<file path="config.mk">
export PLATFORM = sky130hd
export DESIGN_NAME = if_fetch_unit_flat
export DESIGN_NICKNAME = d
export VERILOG_FILES = /design/src/rtl/if_fetch_unit_if.sv /design/src/rtl/if_fetch_unit.sv /design/src/flat_wrapper.sv
export SDC_FILE = /design/constraint.sdc
export NUM_CORES = 1
export LEC_CHECK = 0
export BUFFER_PORTS_ARGS = -buffer_cell sky130_fd_sc_hd__buf_2
export CAP_MARGIN = 0
export CORE_ASPECT_RATIO = 0.6
export CORE_UTILIZATION = 35
export CTS_CLUSTER_SIZE = 28
export DETAILED_ROUTE_END_ITERATION = 16
export PLACE_DENSITY = 0.64
export SLEW_MARGIN = 0
export SYNTH_ARGS = -nofsm -noshare
export SYNTH_HDL_FRONTEND = slang
export SYNTH_SLANG_ARGS = --single-unit
</file>
<file path="constraint.sdc">
create_clock -name clk_i -period 1.84 [get_ports clk_i]
set_input_delay 0.368 -clock clk_i [delete_from_list [all_inputs] [get_ports clk_i]]
set_output_delay 0.368 -clock clk_i [all_outputs]
set_load 0.05 [all_outputs]
</file>
<file path="src/rtl/if_fetch_unit_if.sv">
// Fetch-stage bundle: redirect/stall controls, instruction-memory handshake and IF/ID-facing outputs.
// Single-outstanding request/response; the downstream stage stalls the fetch unit through ID_redo.
interface if_fetch_unit_if;
  logic        branch_flush;
  logic [31:0] redirect_pc_i;
  logic        ID_redo;
  logic        imem_req_o;
  logic [31:0] imem_addr_o;
  logic        imem_valid_i;
  logic [31:0] imem_rdata_i;
  logic        valid_o;
  logic [31:0] pc_o;
  logic [31:0] instr_o;
  logic [31:0] pc_add4_o;

  modport master (
    input  branch_flush, redirect_pc_i, ID_redo, imem_valid_i, imem_rdata_i,
    output imem_req_o, imem_addr_o, valid_o, pc_o, instr_o, pc_add4_o
  );

  modport slave (
    output branch_flush, redirect_pc_i, ID_redo, imem_valid_i, imem_rdata_i,
    input  imem_req_o, imem_addr_o, valid_o, pc_o, instr_o, pc_add4_o
  );
endinterface

</file>
<file path="src/rtl/if_fetch_unit.sv">
// Instruction fetch: one outstanding imem request, one-entry output buffer; L-cycle memory gives one instruction per L+1 cycles.
// ID_redo holds the buffer and blocks new requests; branch_flush clears the buffer and redirects the PC.
module if_fetch_unit #(
  parameter logic [31:0] RESET_PC = 32'h0000_0000
) (
  input logic          clk_i,
  input logic          rst_i,
  if_fetch_unit_if.master bus
);

  typedef enum logic {IDLE, WAIT} state_t;

  state_t      state;
  state_t      state_nxt;
  logic [31:0] pc;
  logic        kill;

  logic        buf_valid;
  logic [31:0] buf_pc;
  logic [31:0] buf_instr;
  logic [31:0] buf_pc_add4;

  logic        consume;
  logic        free;
  logic        req;
  logic        resp;
  logic        load;

  assign consume = buf_valid & ~bus.ID_redo & ~bus.branch_flush;
  assign free    = ~buf_valid | consume;

  always_ff @(posedge clk_i) begin
    if (rst_i) begin
      state <= IDLE;
    end else begin
      state <= state_nxt;
    end
  end

  always_comb begin
    state_nxt = state;
    case (state)
      IDLE: if (req) state_nxt = WAIT;
      WAIT: if (bus.imem_valid_i) state_nxt = IDLE;
      default: state_nxt = IDLE;
    endcase
  end

  // A response seen in IDLE is a leftover from before a reset and is never used.
  always_comb begin
    req  = 1'b0;
    resp = 1'b0;
    case (state)
      IDLE: req  = free & ~bus.branch_flush & ~rst_i;
      WAIT: resp = bus.imem_valid_i;
      default: begin
        req  = 1'b0;
        resp = 1'b0;
      end
    endcase
  end

  assign load = resp & ~kill & ~bus.branch_flush;

  always_ff @(posedge clk_i) begin
    if (rst_i) begin
      pc <= RESET_PC;
    end else if (bus.branch_flush) begin
      pc <= bus.redirect_pc_i & 32'hFFFF_FFFC;
    end else if (load) begin
      pc <= pc + 32'd4;
    end
  end

  // kill marks the outstanding response as stale; it is retired by that response alone.
  always_ff @(posedge clk_i) begin
    if (rst_i) begin
      kill <= 1'b0;
    end else if (resp) begin
      kill <= 1'b0;
    end else if (bus.branch_flush && state == WAIT) begin
      kill <= 1'b1;
    end
  end

  always_ff @(posedge clk_i) begin
    if (rst_i || bus.branch_flush) begin
      buf_valid   <= 1'b0;
      buf_pc      <= 32'd0;
      buf_instr   <= 32'd0;
      buf_pc_add4 <= 32'd0;
    end else if (load) begin
      buf_valid   <= 1'b1;
      buf_pc      <= pc;
      buf_instr   <= bus.imem_rdata_i;
      buf_pc_add4 <= pc + 32'd4;
    end else if (consume) begin
      buf_valid   <= 1'b0;
      buf_pc      <= 32'd0;
      buf_instr   <= 32'd0;
      buf_pc_add4 <= 32'd0;
    end
  end

  assign bus.imem_req_o  = req;
  assign bus.imem_addr_o = pc;
  assign bus.valid_o     = buf_valid;
  assign bus.pc_o        = buf_pc;
  assign bus.instr_o     = buf_instr;
  assign bus.pc_add4_o   = buf_pc_add4;

endmodule
</file>
<file path="src/flat_wrapper.sv">
// flat-port wrapper written by rule: the top's interface ports become plain ports
module if_fetch_unit_flat 
#(
  parameter logic [31:0] RESET_PC = 32'h0000_0000
)
  (clk_i, rst_i, bus_branch_flush, bus_redirect_pc_i, bus_ID_redo, bus_imem_valid_i, bus_imem_rdata_i, bus_imem_req_o, bus_imem_addr_o, bus_valid_o, bus_pc_o, bus_instr_o, bus_pc_add4_o);
  if_fetch_unit_if bus_i ();
  input logic clk_i;
  input logic rst_i;
  input wire logic [$bits(bus_i.branch_flush)-1:0] bus_branch_flush;
  input wire logic [$bits(bus_i.redirect_pc_i)-1:0] bus_redirect_pc_i;
  input wire logic [$bits(bus_i.ID_redo)-1:0] bus_ID_redo;
  input wire logic [$bits(bus_i.imem_valid_i)-1:0] bus_imem_valid_i;
  input wire logic [$bits(bus_i.imem_rdata_i)-1:0] bus_imem_rdata_i;
  output wire logic [$bits(bus_i.imem_req_o)-1:0] bus_imem_req_o;
  output wire logic [$bits(bus_i.imem_addr_o)-1:0] bus_imem_addr_o;
  output wire logic [$bits(bus_i.valid_o)-1:0] bus_valid_o;
  output wire logic [$bits(bus_i.pc_o)-1:0] bus_pc_o;
  output wire logic [$bits(bus_i.instr_o)-1:0] bus_instr_o;
  output wire logic [$bits(bus_i.pc_add4_o)-1:0] bus_pc_add4_o;
  assign bus_i.branch_flush = bus_branch_flush;
  assign bus_i.redirect_pc_i = bus_redirect_pc_i;
  assign bus_i.ID_redo = bus_ID_redo;
  assign bus_i.imem_valid_i = bus_imem_valid_i;
  assign bus_i.imem_rdata_i = bus_imem_rdata_i;
  assign bus_imem_req_o = bus_i.imem_req_o;
  assign bus_imem_addr_o = bus_i.imem_addr_o;
  assign bus_valid_o = bus_i.valid_o;
  assign bus_pc_o = bus_i.pc_o;
  assign bus_instr_o = bus_i.instr_o;
  assign bus_pc_add4_o = bus_i.pc_add4_o;
  if_fetch_unit #(.RESET_PC(RESET_PC)) u_core (.clk_i(clk_i), .rst_i(rst_i), .bus(bus_i));
endmodule
</file>
---- Word-level counts from Yosys, hierarchy flattened ----
Cells that the tools add are included.
word-level totals
  input port bits ......................... 69
  output and inout port bits .............. 130
  flip-flop bits (word level) ............. 131
  logic and storage cells ................. 41
cells by class
  add/subtract/negate cells ............... 1
  multiplexer cells ....................... 13
  bitwise operators ....................... 13
  reduce and logical (&&, ||, !) cells .... 6
operator list
  operator                                                          count
  32-bit 2-to-1 mux                                                 6
  32-bit by 3-bit adder with 32-bit output (second input constant)  1
  1-bit AND                                                         6
  1-bit 2-to-1 mux                                                  6
  1-bit NOT                                                         6
  2-bit nonzero test                                                2
  2-bit OR reduction                                                2
  1-bit case mux with 2 select lines                                1
  1-bit logical AND                                                 1
  1-bit logical OR                                                  1
  1-bit bitwise OR                                                  1

---- Longest topological paths before layout ----
Gate-level depths: netlist of run 1.
  word-level depth ........................ 9
  gate-level depth with buffers ........... 7
  depth with buffers taken out ............ 6

---- Worst setup path before layout of run 1 ----
No wires, ideal clock.
  kind .................................... input-to-output
  from .................................... input bus_branch_flush
  to ...................................... output bus_imem_req_o
  stages .................................. 3
  data required time ...................... 1,472 ps
  arrival ................................. 2,018 ps
  slack ................................... -546 ps
  path buffers ............................ 1
  path through ............................ or2_2 > clkbuf_1 > nor3b_1
between the ends
  word-level cells in the longest chain between the ends .. 6
ends and longest elaborated chain
  item                       RTL line                                  text
  from (decl)                flat_wrapper.sv:10                        input wire logic [$bits(bus_i.branch_flush)-1:0] bus_branch_flush;
  1-bit NOT *                if_fetch_unit.sv:29, if_fetch_unit.sv:54
  1-bit AND                  if_fetch_unit.sv:29                       assign consume = buf_valid & ~bus.ID_redo & ~bus.branch_flush;
  1-bit bitwise OR           if_fetch_unit.sv:30                       assign free = ~buf_valid | consume;
  1-bit AND * (2 in series)  if_fetch_unit.sv:54                       IDLE: req = free & ~bus.branch_flush & ~rst_i;
  1-bit 2-to-1 mux *         if_fetch_unit.sv:53                       case (state)
  to (decl)                  flat_wrapper.sv:15                        output wire logic [$bits(bus_i.imem_req_o)-1:0] bus_imem_req_o;
Every way passes the cells marked *; elsewhere a longest branch is shown, timed or not.

---- Final worst setup path of run 1 ----
  from .................................... register u_core.pc[10], in the netlist u_core.bus.imem_addr_o[10]
  to ...................................... register u_core.buf_pc_add4[22], in the netlist u_core.bus.pc_add4_o[22]
between the ends
  word-level cells in the longest chain between the ends .. 2
ends and longest elaborated chain
  item                                      RTL line             text
  from (decl)                               if_fetch_unit.sv:15  logic [31:0] pc;
  from (signal assigned)                    if_fetch_unit.sv:69  pc <= bus.redirect_pc_i & 32'hFFFF_FFFC;
  from (signal assigned)                    if_fetch_unit.sv:71  pc <= pc + 32'd4;
  32-bit by 3-bit adder with 32-bit output  if_fetch_unit.sv:96  buf_pc_add4 <= pc + 32'd4;
  32-bit 2-to-1 mux                         if_fetch_unit.sv:92  end else if (load) begin
  to (signal assigned)                      if_fetch_unit.sv:96
  to (decl)                                 if_fetch_unit.sv:21  logic [31:0] buf_pc_add4;
No other way between the ends.
A chain may end at the register's enable or synchronous reset.

==> impl_summary.md, run 1 <==
Pwr
The net switching component of the power is slightly below 2 mW. The power density over the cells is between 900 and 1000 nW/um^2. Internal power comes to ~5 mW. The design draws between 6 and 7 mW. The part of the power in the clock network is between 40% and 50%. The sequential fraction of design power is about two fifths. For this design the static power due to leakage is about 3.3 nW. Combinational cells account for a little over a tenth of the total power. The share of total power consumed by net switching is around 28%. The peak supply drop is around 0.00049 V.

Layout
Relative to the synthesized area, the layout overhead comes to 37.6%. In the final design database the tool counted about 900 nets. The total of fill cells in the finished design is around 1400. The number of antenna diodes in the final layout is 0. Of the cells placed in the final design, the portion with a size suffix greater than 1 is between 30% and 40%.

Yosys
The post-synthesis cell type count is 46. The synthesized netlist occupies a cell area of ~5400 um^2. The number of enable flip-flop cells after synthesis is 0. The sequential fraction of the synthesis area is a little under half. The commonest cells after synthesis are dfxtp_1, nor2_1, a22oi_1, nand2_1, clkbuf_1.

For this run, the leading register cell type out of synthesis is dfxtp_1. The number of synthesized register bits is between 100 and 150. The area fraction of the dominant cell type after synthesis is 46.2%.

In the post-synthesis netlist, the cell with the most instances is dfxtp_1. The average cell area after synthesis is ~8.6 um^2. The count of yosys warnings during synthesis is 0. In the synthesized netlist the async set-or-reset flop fraction comes to 0%. Of all cell types, the one taking the most synthesized area is dfxtp_1.

After technology mapping, the gate count stands at about 630. Sorting the synthesized cells by area gives the leading types as dfxtp_1, a22oi_1, nor2_1.

Critical path
The worst register-to-register path begins at u_core.bus.imem_addr_o[10]. The slowest stage of the critical path belongs to the cell dfxtp_4. The required time reported for the critical path endpoint is about 2100 ps.

The category of the worst setup path launch point is a flop. The setup check on the worst reg-to-reg path leaves a slack of ~110 ps. The endpoint of the most critical register-to-register path is u_core.bus.pc_add4_o[22]. Among the stages of the critical path, the cell type that occurs most often is nand4_1. The class of the most critical setup path is reg -> reg. The peak per-stage delay on the critical path is 400 ps. The kind of capture point of the worst setup path is a flop. The peak fanout along the critical path is 18. Following the worst setup path forward leads to its endpoint at u_core.bus.pc_add4_o[22]. Data arrives at the worst endpoint at slightly above 2000 ps. The critical path starts at u_core.bus.imem_addr_o[10]. The number of cells on the worst reg-to-reg path is 6.

The critical path goes through nand4_1, nor4_4, buf_12, nand4_1, xor2_1, o21ai_0.

Clock tree
TritonCTS created 17 clock buffers. The post-cts resize count is 0. The CTS tree is built.

The sink count of the clock tree is between 100 and 150. The maximum buffer depth of the clock tree is 2. The number of setup buffers added after CTS is 0. The root buffer cell chosen for the clock tree is clkbuf_16. Clock-pin slew was measured on the worst setup and hold paths at 60 ps. Buffers inserted to repair hold after CTS numbered 0.

The clock insertion delay at the later pin of the skew report is between 400 and 500 ps. The H-tree depth is 4.

STA
Between clock sinks in the finished design, the worst skew comes to 11.8 ps. The final hold slack is around 170 ps. At the pin with the least slew margin, the transition time is about 800 ps. The fmax is 579 MHz.

In the finished design, the share of the clock period the worst path needs comes to between 90 and 100%. The count of final hold-check violations is 0. The clock period minus worst slack is 1730 ps. In this run the tightest slew margin relative to its limit is 45.0%. Setup violations remaining at the end of the flow were counted as 0.

Setup repair after global routing could not meet its margin everywhere. The number of pins with negative max-slew slack in the final report is 0. The final total negative setup slack is 0 ps.

Floorplanning
The number of ports placed on the die boundary is 199. In this run the core area contains 34 standard-cell rows. The die is about 160 um wide. The placeable core area is 14800 um^2. The starting density of the core is 36.6%. The area of the die is between 15000 and 20000 um^2.

Measured along the y axis, the die boundary spans 98.4 um.

Global routing
The number of antenna violations at the first check in global routing is 0. Global routing consumed, over all layers together, 21.3% of the routing resources. The largest net degree at the start of global routing is 74. For this run the aggregate overflow at the end of global routing stands at 0. The first global-routing pass estimated 26700 um of wire. The number of global-route vias before repair is between 4000 and 5000.

Routing
After detailed routing, the number of vias per cell comes to approximately 4.9. The average detailed-routed wire length per instance is approximately 16 um. The final wirelength is 16700 um. The number of design-rule violations left by the first detailed-router iteration is roughly 350. The remaining antenna violation count is 0. The final route contains between 5000 and 6000 vias. In the routed design, unresolved DRC markers number 0. The first detailed-routing pass ran for 5 iterations.

Place
The HPWL reported at the end of detailed placement is about 12000 um. The number of I/O port buffers is 190. Routability-driven placement finished with a final weighted congestion of roughly 0.82.

Hold path
The class of the most critical hold timing path is in -> reg.

Outcome
The run finished with clean final reports.

Job
The reported max-cap violation count is 0.
-- cell type report --
type                    count  area, um^2  area share, %
clock inverters            13         124           1.66
multi-input cells         432        2630           35.2
flip-flops and latches    125        2560           34.3
clock buffers              19         475           6.38
repair buffers            239        1360           18.2
inverters                  18        67.6          0.906
well taps                 198         248           3.32
-- routing by layer --
metal | track usage [%] | wire [um]
met5 | 0 | 0
met4 | 6.25 | 124
met3 | 4.93 | 1170
met2 | 28.5 | 6690
met1 | 33.1 | 8740
-- flip-flops by register name, summed over array words and instances (netlist names) --
register                cells
u_core.bus.imem_addr_o     30
u_core.kill                 1
u_core.bus.valid_o          1
u_core.bus.pc_add4_o       30
u_core.bus.pc_o            30
u_core.state                1
u_core.bus.instr_o         32
-- cells in the final DEF, fill, tap and decap left out, types with 3 or more instances in the layout --
master	instances
dfxtp_4	12
clkbuf_16	19
and2_1	3
mux2i_1	3
nand4_1	24
o21ai_0	21
dfxtp_2	7
and3_1	3
xnor2_1	29
buf_4	46
nor2_1	93
dfxtp_1	106
nor4_4	3
inv_1	18
a21oi_1	26
buf_2	190
conb_1	6
nor3_1	11
o21a_1	14
inv_6	5
xor2_1	23
buf_12	3
nor2b_1	7
nand3_1	13
o21ai_1	7
a22oi_1	69
nand2_1	50
-- how the worst min path moves through the flow --
stage | startpoint | endpoint | slack (ps) | cells after the start
after floorplan | bus_imem_valid_i | u_core.kill | 470 | 1
after global placement | u_core.bus.pc_add4_o[21] | u_core.bus.pc_add4_o[21] | 440 | 2
after detailed placement | u_core.bus.pc_add4_o[18] | u_core.bus.pc_add4_o[18] | 440 | 2
after CTS | bus_redirect_pc_i[30] | u_core.bus.imem_addr_o[30] | 160 | 3
after global routing | bus_imem_rdata_i[10] | u_core.bus.instr_o[10] | 190 | 3
final | bus_redirect_pc_i[30] | u_core.bus.imem_addr_o[30] | 170 | 3
-- cells by family (layout without fill, tap and decap cells) --
group	count (synthesis)	in the layout	share of synthesized area [%]
xor gates and xnor gates	53	53	8.57
muxes	3	3	0.554
DFF	125	125	46.2
other	1	6	0.0692
AOI/OAI and AO/OA	143	143	17.5
adders and majority gates	1	1	0.231
and+or+nand+nor	226	226	20.3
buffers and inverters	79	289	6.56
-- per-stage QoR --
stage	setup slack [ps]	instance area, um^2	cells	util [%]
final	113	7450	1044	50.4
after global placement	101	6830	1012	46.2
after floorplan	-60.7	5530	636	-
after detailed placement	89.8	6830	1012	46.2
after global routing	-33.4	7450	1044	50.4
after CTS	82.6	7430	1044	50.2
-- worst max-delay path, delay by kind of cell (launching register included) --
family                    cells  cell delay [ps]
xor gates and xnor gates      1              220
and+or+nand+nor               3              710
DFF                           1              400
AOI/OAI and AO/OA             1              100
buffers and inverters         1              190
-- power by group through the flow --
| stage | clock [mW] | combinational [mW] | sequential [mW] |
|---|---|---|---|
| 2_1_floorplan | 0 | 0.348 | 3.06 |
| 3_3_place_gp | 0 | 0.760 | 2.90 |
| 3_5_place_dp | 0 | 0.763 | 2.90 |
| 4_1_cts | 3.45 | 0.768 | 2.84 |
| 5_1_grt | 3.57 | 0.827 | 2.85 |
| 6_report | 3.39 | 0.771 | 2.84 |
(Power assumes the default switching activity.)
==> run 2: changes to the inputs <==
--- a/config.mk
+++ b/config.mk
@@ -9,6 +9,7 @@
 export CAP_MARGIN = 0
 export CORE_ASPECT_RATIO = 0.6
 export CORE_UTILIZATION = 35
+export CTS_BUF_LIST = sky130_fd_sc_hd__clkbuf_8
 export CTS_CLUSTER_SIZE = 28
 export DETAILED_ROUTE_END_ITERATION = 16
 export PLACE_DENSITY = 0.64
==> impl_summary.md, run 2 (same netlist as run 1, synthesis figures left out) <==
Critical path
The reg-to-reg critical path startpoint is u_core.bus.imem_addr_o[10]. In this design, the critical path's most frequently occurring cell is nand4_1. On the critical path, the stage with the largest delay is an instance of dfxtp_4.

The endpoint of the most critical register-to-register path is u_core.bus.pc_add4_o[22]. The required time reported for the critical path endpoint is 2160 ps (+20 ps). The register-to-register setup slack came to 110 ps (about the same). The critical path is of the reg -> reg type. The worst setup path is launched from a flop. The depth of the most critical reg-to-reg path is 6 (unchanged). The peak fanout along the critical path came to 18 (unchanged). STA classifies the critical path endpoint as a flop. The worst path arrival time is 2050 ps (+20 ps). The peak per-stage delay on the critical path is 410 ps (about the same). Walking the worst path, the cells encountered are nand4_1, nor4_4, buf_12, nand4_1, xor2_1, o21ai_1.

Global routing
The global-route wire length before repair is 26400 um (-1.0%). The largest net degree at the start of global routing was 74 (unchanged). The global router's overall resource usage was 21.1% (-0.22 points). The number of antenna violations at the first check in global routing is 0 (unchanged).

The number of global-route vias before repair is 4844 (-1.4%). The sum of overflow across all layers after global routing is 0 (unchanged).

Routing
The number of iterations in the first detailed-routing pass is 5 (unchanged). The remaining antenna violation count came to 0 (unchanged). The number of design-rule violations left by the first detailed-router iteration is 390 (+13%). The via density per instance is 4.98 (+0.62%). The DRC violations left is 0 (unchanged). The average detailed-routed wire length per instance was 15.9 um (-0.50%).

The final wirelength is 16600 um (-0.50%). The number of vias after detailed routing came to 5195 (+0.62%).

Floorplanning
The area of the die is 16000 um^2 (unchanged). The width of the die was 163 um (unchanged). The total number of placement rows is 34 (unchanged). The number of ports placed on the die boundary was 199 (unchanged). The placeable core area was 14800 um^2 (unchanged). The die boundary height is 98.4 um (unchanged). The starting density of the core is 36.6% (unchanged).

Clock tree
The total CTS buffers is 17 (unchanged). The sink count of the clock tree was 125 (unchanged). The CTS tree is built. The H-tree depth came to 4 (unchanged). The post-CTS repair timing setup buffer count is 0 (unchanged). The maximum buffer depth of the clock tree was 2 (unchanged).

The clock insertion delay at the later pin of the skew report is 430 ps (+20 ps). The register clock-pin slew on the reported worst setup and hold paths was 80 ps (+20 ps). The tree is rooted in a clkbuf_8.

Hold path
The launch instance of the worst min-delay path is bus_redirect_pc_i[30]. The class of the most critical hold timing path is in -> reg. The end of the worst hold path is u_core.bus.imem_addr_o[30]. The worst hold path depth came to 3 (unchanged).

Layout
The most common cell after layout, fill and taps aside is buf_2. The fraction of the core area covered by cells at the end of the flow is 49.2% (-1.1 points). The flip-flop count of the largest register, all copies and words added came to 32 (unchanged). The antenna cell count is 0 (unchanged). In the layout the commonest cells are buf_2, dfxtp_1, nor2_1, a22oi_1, nand2_1. The fraction of layout instances using a drive strength above 1 is 37.0% (+0.24 points). The count of placed standard cells in the final layout, fillers left out is 1044 (unchanged). The area added between synthesis and finish is 34.5%.

The number of nets in the layout came to 903 (unchanged). The total of fill cells in the finished design was 1468 (+1.3%).

STA
The count of final hold-check violations is 0 (unchanged). The clock period minus worst slack is 1730 ps (-1.28 ps). The normalized max-slew margin is 45.7% (+0.65 points). The final setup violation count is 0 (unchanged). The setup skew after layout came to 10.9 ps (-0.907 ps). The final period utilization was 93.8% (about the same). The final total negative setup slack is 0 ps (unchanged). The transition time of the tightest slew-check pin was 815 ps (-9.70 ps). The final hold slack is 152 ps (-16.3 ps). The number of pins with negative max-slew slack in the final report is 0 (unchanged). Setup repair after global routing could not meet its margin everywhere. The fmax is 580 MHz (about the same).

Place
The routability-driven placement congestion ratio came to 0.816 (unchanged). The HPWL reported at the end of detailed placement is 11900 um (unchanged). The number of I/O port buffers is 190 (unchanged). The number of placed instances, taps included came to 1012 (unchanged).

Job
The reported max-cap violation count was 0 (unchanged).

Pwr
The peak supply drop is 0.000371 V (-25%). The power density over the cells is 850 nW/um^2 (-9.4%). The post-route total power came to 6.19 mW (-12%).

The leakage power figure was 3.17 nW (-2.6%).

Outcome
The flow ran to the end, and the final reports show no timing, DRC or antenna violations.
-- run 2: cell types whose count changed in the layout (fill, tap and decap cells not counted), sizes merged --
cell / previous run / this run
bufinv: 1 / 3
clkbuf: 19 / 17
-- run 2: cell type report --
class	instances	area [um^2]	area share, %
Multi-Input combinational cell	432	2640	36.2
Tap cell	198	248	3.40
Timing Repair Buffer	239	1360	18.7
Inverter	18	67.6	0.928
Sequential cell	125	2560	35.1
Clock buffer	17	234	3.21
Clock inverter	15	184	2.52
-- run 2: worst max-delay path, delay by kind of cell, from the launching register on --
kind,cells,cell delay (ps)
xor gates and xnor gates,1,230
buffers and inverters,1,190
AOI/OAI and AO/OA,1,80
DFF,1,410
and+or+nand+nor,3,710
-- run 2: through the flow --
stage | setup WS (ps) | instance area (um^2)
2_1_floorplan | -60.7 | 5530
3_3_place_gp | 101 | 6830
3_5_place_dp | 89.8 | 6830
4_1_cts | 77.1 | 7250
5_1_grt | -10.4 | 7280
6_report | 115 | 7280
-- run 2: how the worst max path moves through the flow --
stage	to	depth (start not counted)	startpoint
6_report	u_core.bus.pc_add4_o[22]	6	u_core.bus.imem_addr_o[10]
5_1_grt	u_core.bus.pc_add4_o[22]	6	u_core.bus.imem_addr_o[10]
3_3_place_gp	u_core.bus.imem_addr_o[14]	6	u_core.bus.imem_addr_o[3]
3_5_place_dp	u_core.bus.instr_o[6]	7	bus_imem_valid_i
2_1_floorplan	u_core.bus.imem_addr_o[26]	7	u_core.bus.imem_addr_o[10]
4_1_cts	u_core.bus.imem_addr_o[14]	6	u_core.bus.imem_addr_o[3]
-- run 2: metal layers --
| metal | wire length (um) | vias to the layer above | GRT usage, % |
|---|---|---|---|
| met5 | 0 | - | 0 |
| met4 | 106 | 0 | 5.68 |
| met1 | 8650 | 2442 | 32.9 |
| li1 | - | 2569 | - |
| met3 | 1220 | 12 | 4.93 |
| met2 | 6650 | 172 | 28.3 |
-- run 2: power by group --
group          internal [mW]  switching (mW)  leakage (nW)
sequential              2.76          0.0805          1.02
combinational          0.250           0.521          1.94
clock                   1.36            1.22         0.209
total                   4.37            1.82          3.17
-- run 2: timing repair --
action / in CTS / in global routing
gates resized for setup: 0 / 8
endpoints found under the setup margin: 0 / 7
hold buffers: 0 / 0
==> run 3: changes to the inputs <==
--- a/config.mk
+++ b/config.mk
@@ -10,9 +10,10 @@
 export CORE_ASPECT_RATIO = 0.6
 export CORE_UTILIZATION = 35
 export CTS_BUF_LIST = sky130_fd_sc_hd__clkbuf_8
-export CTS_CLUSTER_SIZE = 28
+export CTS_CLUSTER_SIZE = 24
 export DETAILED_ROUTE_END_ITERATION = 16
 export PLACE_DENSITY = 0.64
+export REMOVE_ABC_BUFFERS = 1
 export SLEW_MARGIN = 0
 export SYNTH_ARGS = -nofsm -noshare
 export SYNTH_HDL_FRONTEND = slang
==> impl_summary.md, run 3 (same netlist as run 1, synthesis figures left out) <==
STA
The normalized max-slew margin is 46.1% (+0.43 points). The number of pins with negative max-slew slack in the final report is 0 (unchanged). The count of final hold-check violations is 0 (unchanged). The clock period minus worst slack is 1750 ps (+23.9 ps). The fmax is 572 MHz (-1.4%).

Setup repair after global routing could not meet its margin everywhere. The final period utilization is 95.1% (+1.3 points). The transition time of the tightest slew-check pin is 809 ps (-6.48 ps). The final hold slack came to 134 ps (-18.0 ps).

The final setup violation count is 0 (unchanged). The setup skew after layout is 14.9 ps (+4.07 ps).

Place
The post-place instance area was 6820 um^2 (-0.24%). The number of I/O port buffers was 190 (unchanged). The HPWL reported at the end of detailed placement is 11400 um (-4.6%).

The number of placed instances, taps included came to 1016 (+0.40%). The routability-driven placement congestion ratio is 0.783 (-3.9%).

Routing
The detailed-routed wire length on met2 is 6620 um (-0.42%). The via density per instance is 4.92 (-1.1%). The number of design-rule violations left by the first detailed-router iteration is 252 (-35%).

The number of vias after detailed routing is 5161 (-0.65%). The remaining antenna violation count is 0 (unchanged). The number of iterations in the first detailed-routing pass is 6 (+1). The amount of wire on met3 after detailed routing is 1170 um (-4.2%). The top routing layer in use is met4. The average detailed-routed wire length per instance was 15.4 um (-3.4%). The final wirelength is 16100 um (-2.9%). The total routed wire length on the met1 layer is 8250 um (-4.7%). The DRC violations left is 0 (unchanged).

Clock tree
The total CTS buffers is 17 (unchanged). The clock root buffer is clkbuf_8. The maximum buffer depth of the clock tree came to 2 (unchanged). The H-tree depth came to 4 (unchanged).

TritonCTS built the clock tree. The sink count of the clock tree was 125 (unchanged). The clock insertion delay at the later pin of the skew report is 440 ps (about the same). The register clock-pin slew on the reported worst setup and hold paths was 90 ps (about the same).

Layout
The fraction of layout instances using a drive strength above 1 is 34.5% (-2.5 points). The count of placed standard cells in the final layout, fillers left out is 1049 (+0.48%). The number of nets in the layout is 908 (+0.55%). Compared with the post-synthesis result, the final layout area differs by 34.6%. The library cells used most frequently in the layout, excluding fill and tap cells, are buf_2, dfxtp_1, nor2_1, a22oi_1.

The antenna cell count is 0 (unchanged). The flip-flop count of the largest register, all copies and words added came to 32 (unchanged). The total non-filler cell area in the finished layout is 7290 um^2 (+0.12%). The most common cell after layout, fill and taps aside is buf_2.

Critical path
The peak fanout along the critical path is 6 (-12). Walking the worst path, the cells encountered are buf_4, nor3b_1, buf_4. Among the stages of the critical path, the cell type that occurs most often is buf_4. The depth of the most critical reg-to-reg path is 7 (+1). The worst path arrival time is 1380 ps (-670 ps). The required time reported for the critical path endpoint came to 1470 ps (-690 ps). The library cell contributing the largest single delay on the critical path is dfxtp_1. The category of the worst setup path launch point is a flop. The class of the most critical setup path is reg -> out.

The peak per-stage delay on the critical path is 350 ps (-60 ps). The worst setup path is captured at an output port.

Global routing
The number of antenna violations at the first check in global routing came to 0 (unchanged). The number of global-route vias before repair came to 4799 (-0.93%). The sum of overflow across all layers after global routing is 0 (unchanged). The global-route wire length before repair is 25600 um (-3.1%). The largest net degree at the start of global routing is 74 (unchanged).

The global router's overall resource usage is 20.5% (-0.61 points).

Hold path
The worst hold path depth is 3 (unchanged). The class of the most critical hold timing path is in -> reg.

Pwr
The power density over the cells is 864 nW/um^2 (+1.7%). The peak supply drop was 0.000462 V (+25%). The post-route total power is 6.30 mW (+1.8%).

The leakage power figure is 3.21 nW (+1.1%).

Floorplanning
The number of ports placed on the die boundary is 199 (unchanged). The total number of placement rows was 34 (unchanged). The width of the die is 163 um (unchanged). The die boundary height came to 98.4 um (unchanged). The area of the die came to 16000 um^2 (unchanged). The placeable core area is 14800 um^2 (unchanged).

The starting density of the core was 36.6% (unchanged).

Outcome
The run finished with clean final reports.

Job
The reported max-cap violation count is 0 (unchanged).
run 3: cell types whose count changed in the layout (fill, tap and decap cells not counted), sizes merged:
cell,change
clkinv,+1
inv,-5
bufinv,+1
clkinvlp,+2
buf,+5
clkbuf,+1
run 3: per-layer routing:
layer  up-vias  track usage (%)
li1       2573                -
met1      2422             30.1
met2       156             28.9
met3        10             6.24
met4         0             4.82
met5         -                0
run 3: power breakdown:
part	total (mW)	internal (mW)	switching [mW]
Sequential	2.83	2.76	0.0697
Combinational	0.790	0.265	0.525
Clock	2.68	1.51	1.17
Total	6.30	4.54	1.76
run 3: path summary, 6_finish.rpt:
path / endpoint / from / slack (ps)
max: bus_imem_req_o / u_core.state / 90
min: u_core.bus.imem_addr_o[30] / bus_redirect_pc_i[30] / 130
max reg2reg: u_core.bus.imem_addr_o[22] / u_core.bus.imem_addr_o[2] / 110
min reg2reg: u_core.bus.pc_add4_o[29] / u_core.bus.pc_add4_o[29] / 440
run 3: final cells by class:
type,count,area (um^2)
Timing Repair Buffer,244,1420
Inverter,18,67.6
Clock inverter,14,194
Tap cell,198,248
Sequential cell,125,2500
Multi-Input combinational cell,432,2610
Fill cell,1445,7510
Clock buffer,18,248
run 3: worst max-delay path: cells and delay by family (launching register included):
| family | cells | cell delay [ps] |
|---|---|---|
| simple gates | 1 | 200 |
| flops | 1 | 350 |
| buf+inv | 2 | 390 |
run 3: stage by stage:
step                      utilization, %  TNS, ps  worst slack, ps
after floorplan                        -  -155970            -2280
after global placement              46.0        0             58.1
after detailed placement            46.0        0             40.6
after CTS                           49.0        0             23.4
after global routing                49.3     -139            -45.0
final                               49.3        0             90.7
run 3: timing repair:
item                                   CTS  global route
setup endpoints to repair                0            20
hold buffers                             0             0
endpoints found under the hold margin    0             0
gates resized for setup                  0             7
setup buffers                            0             1
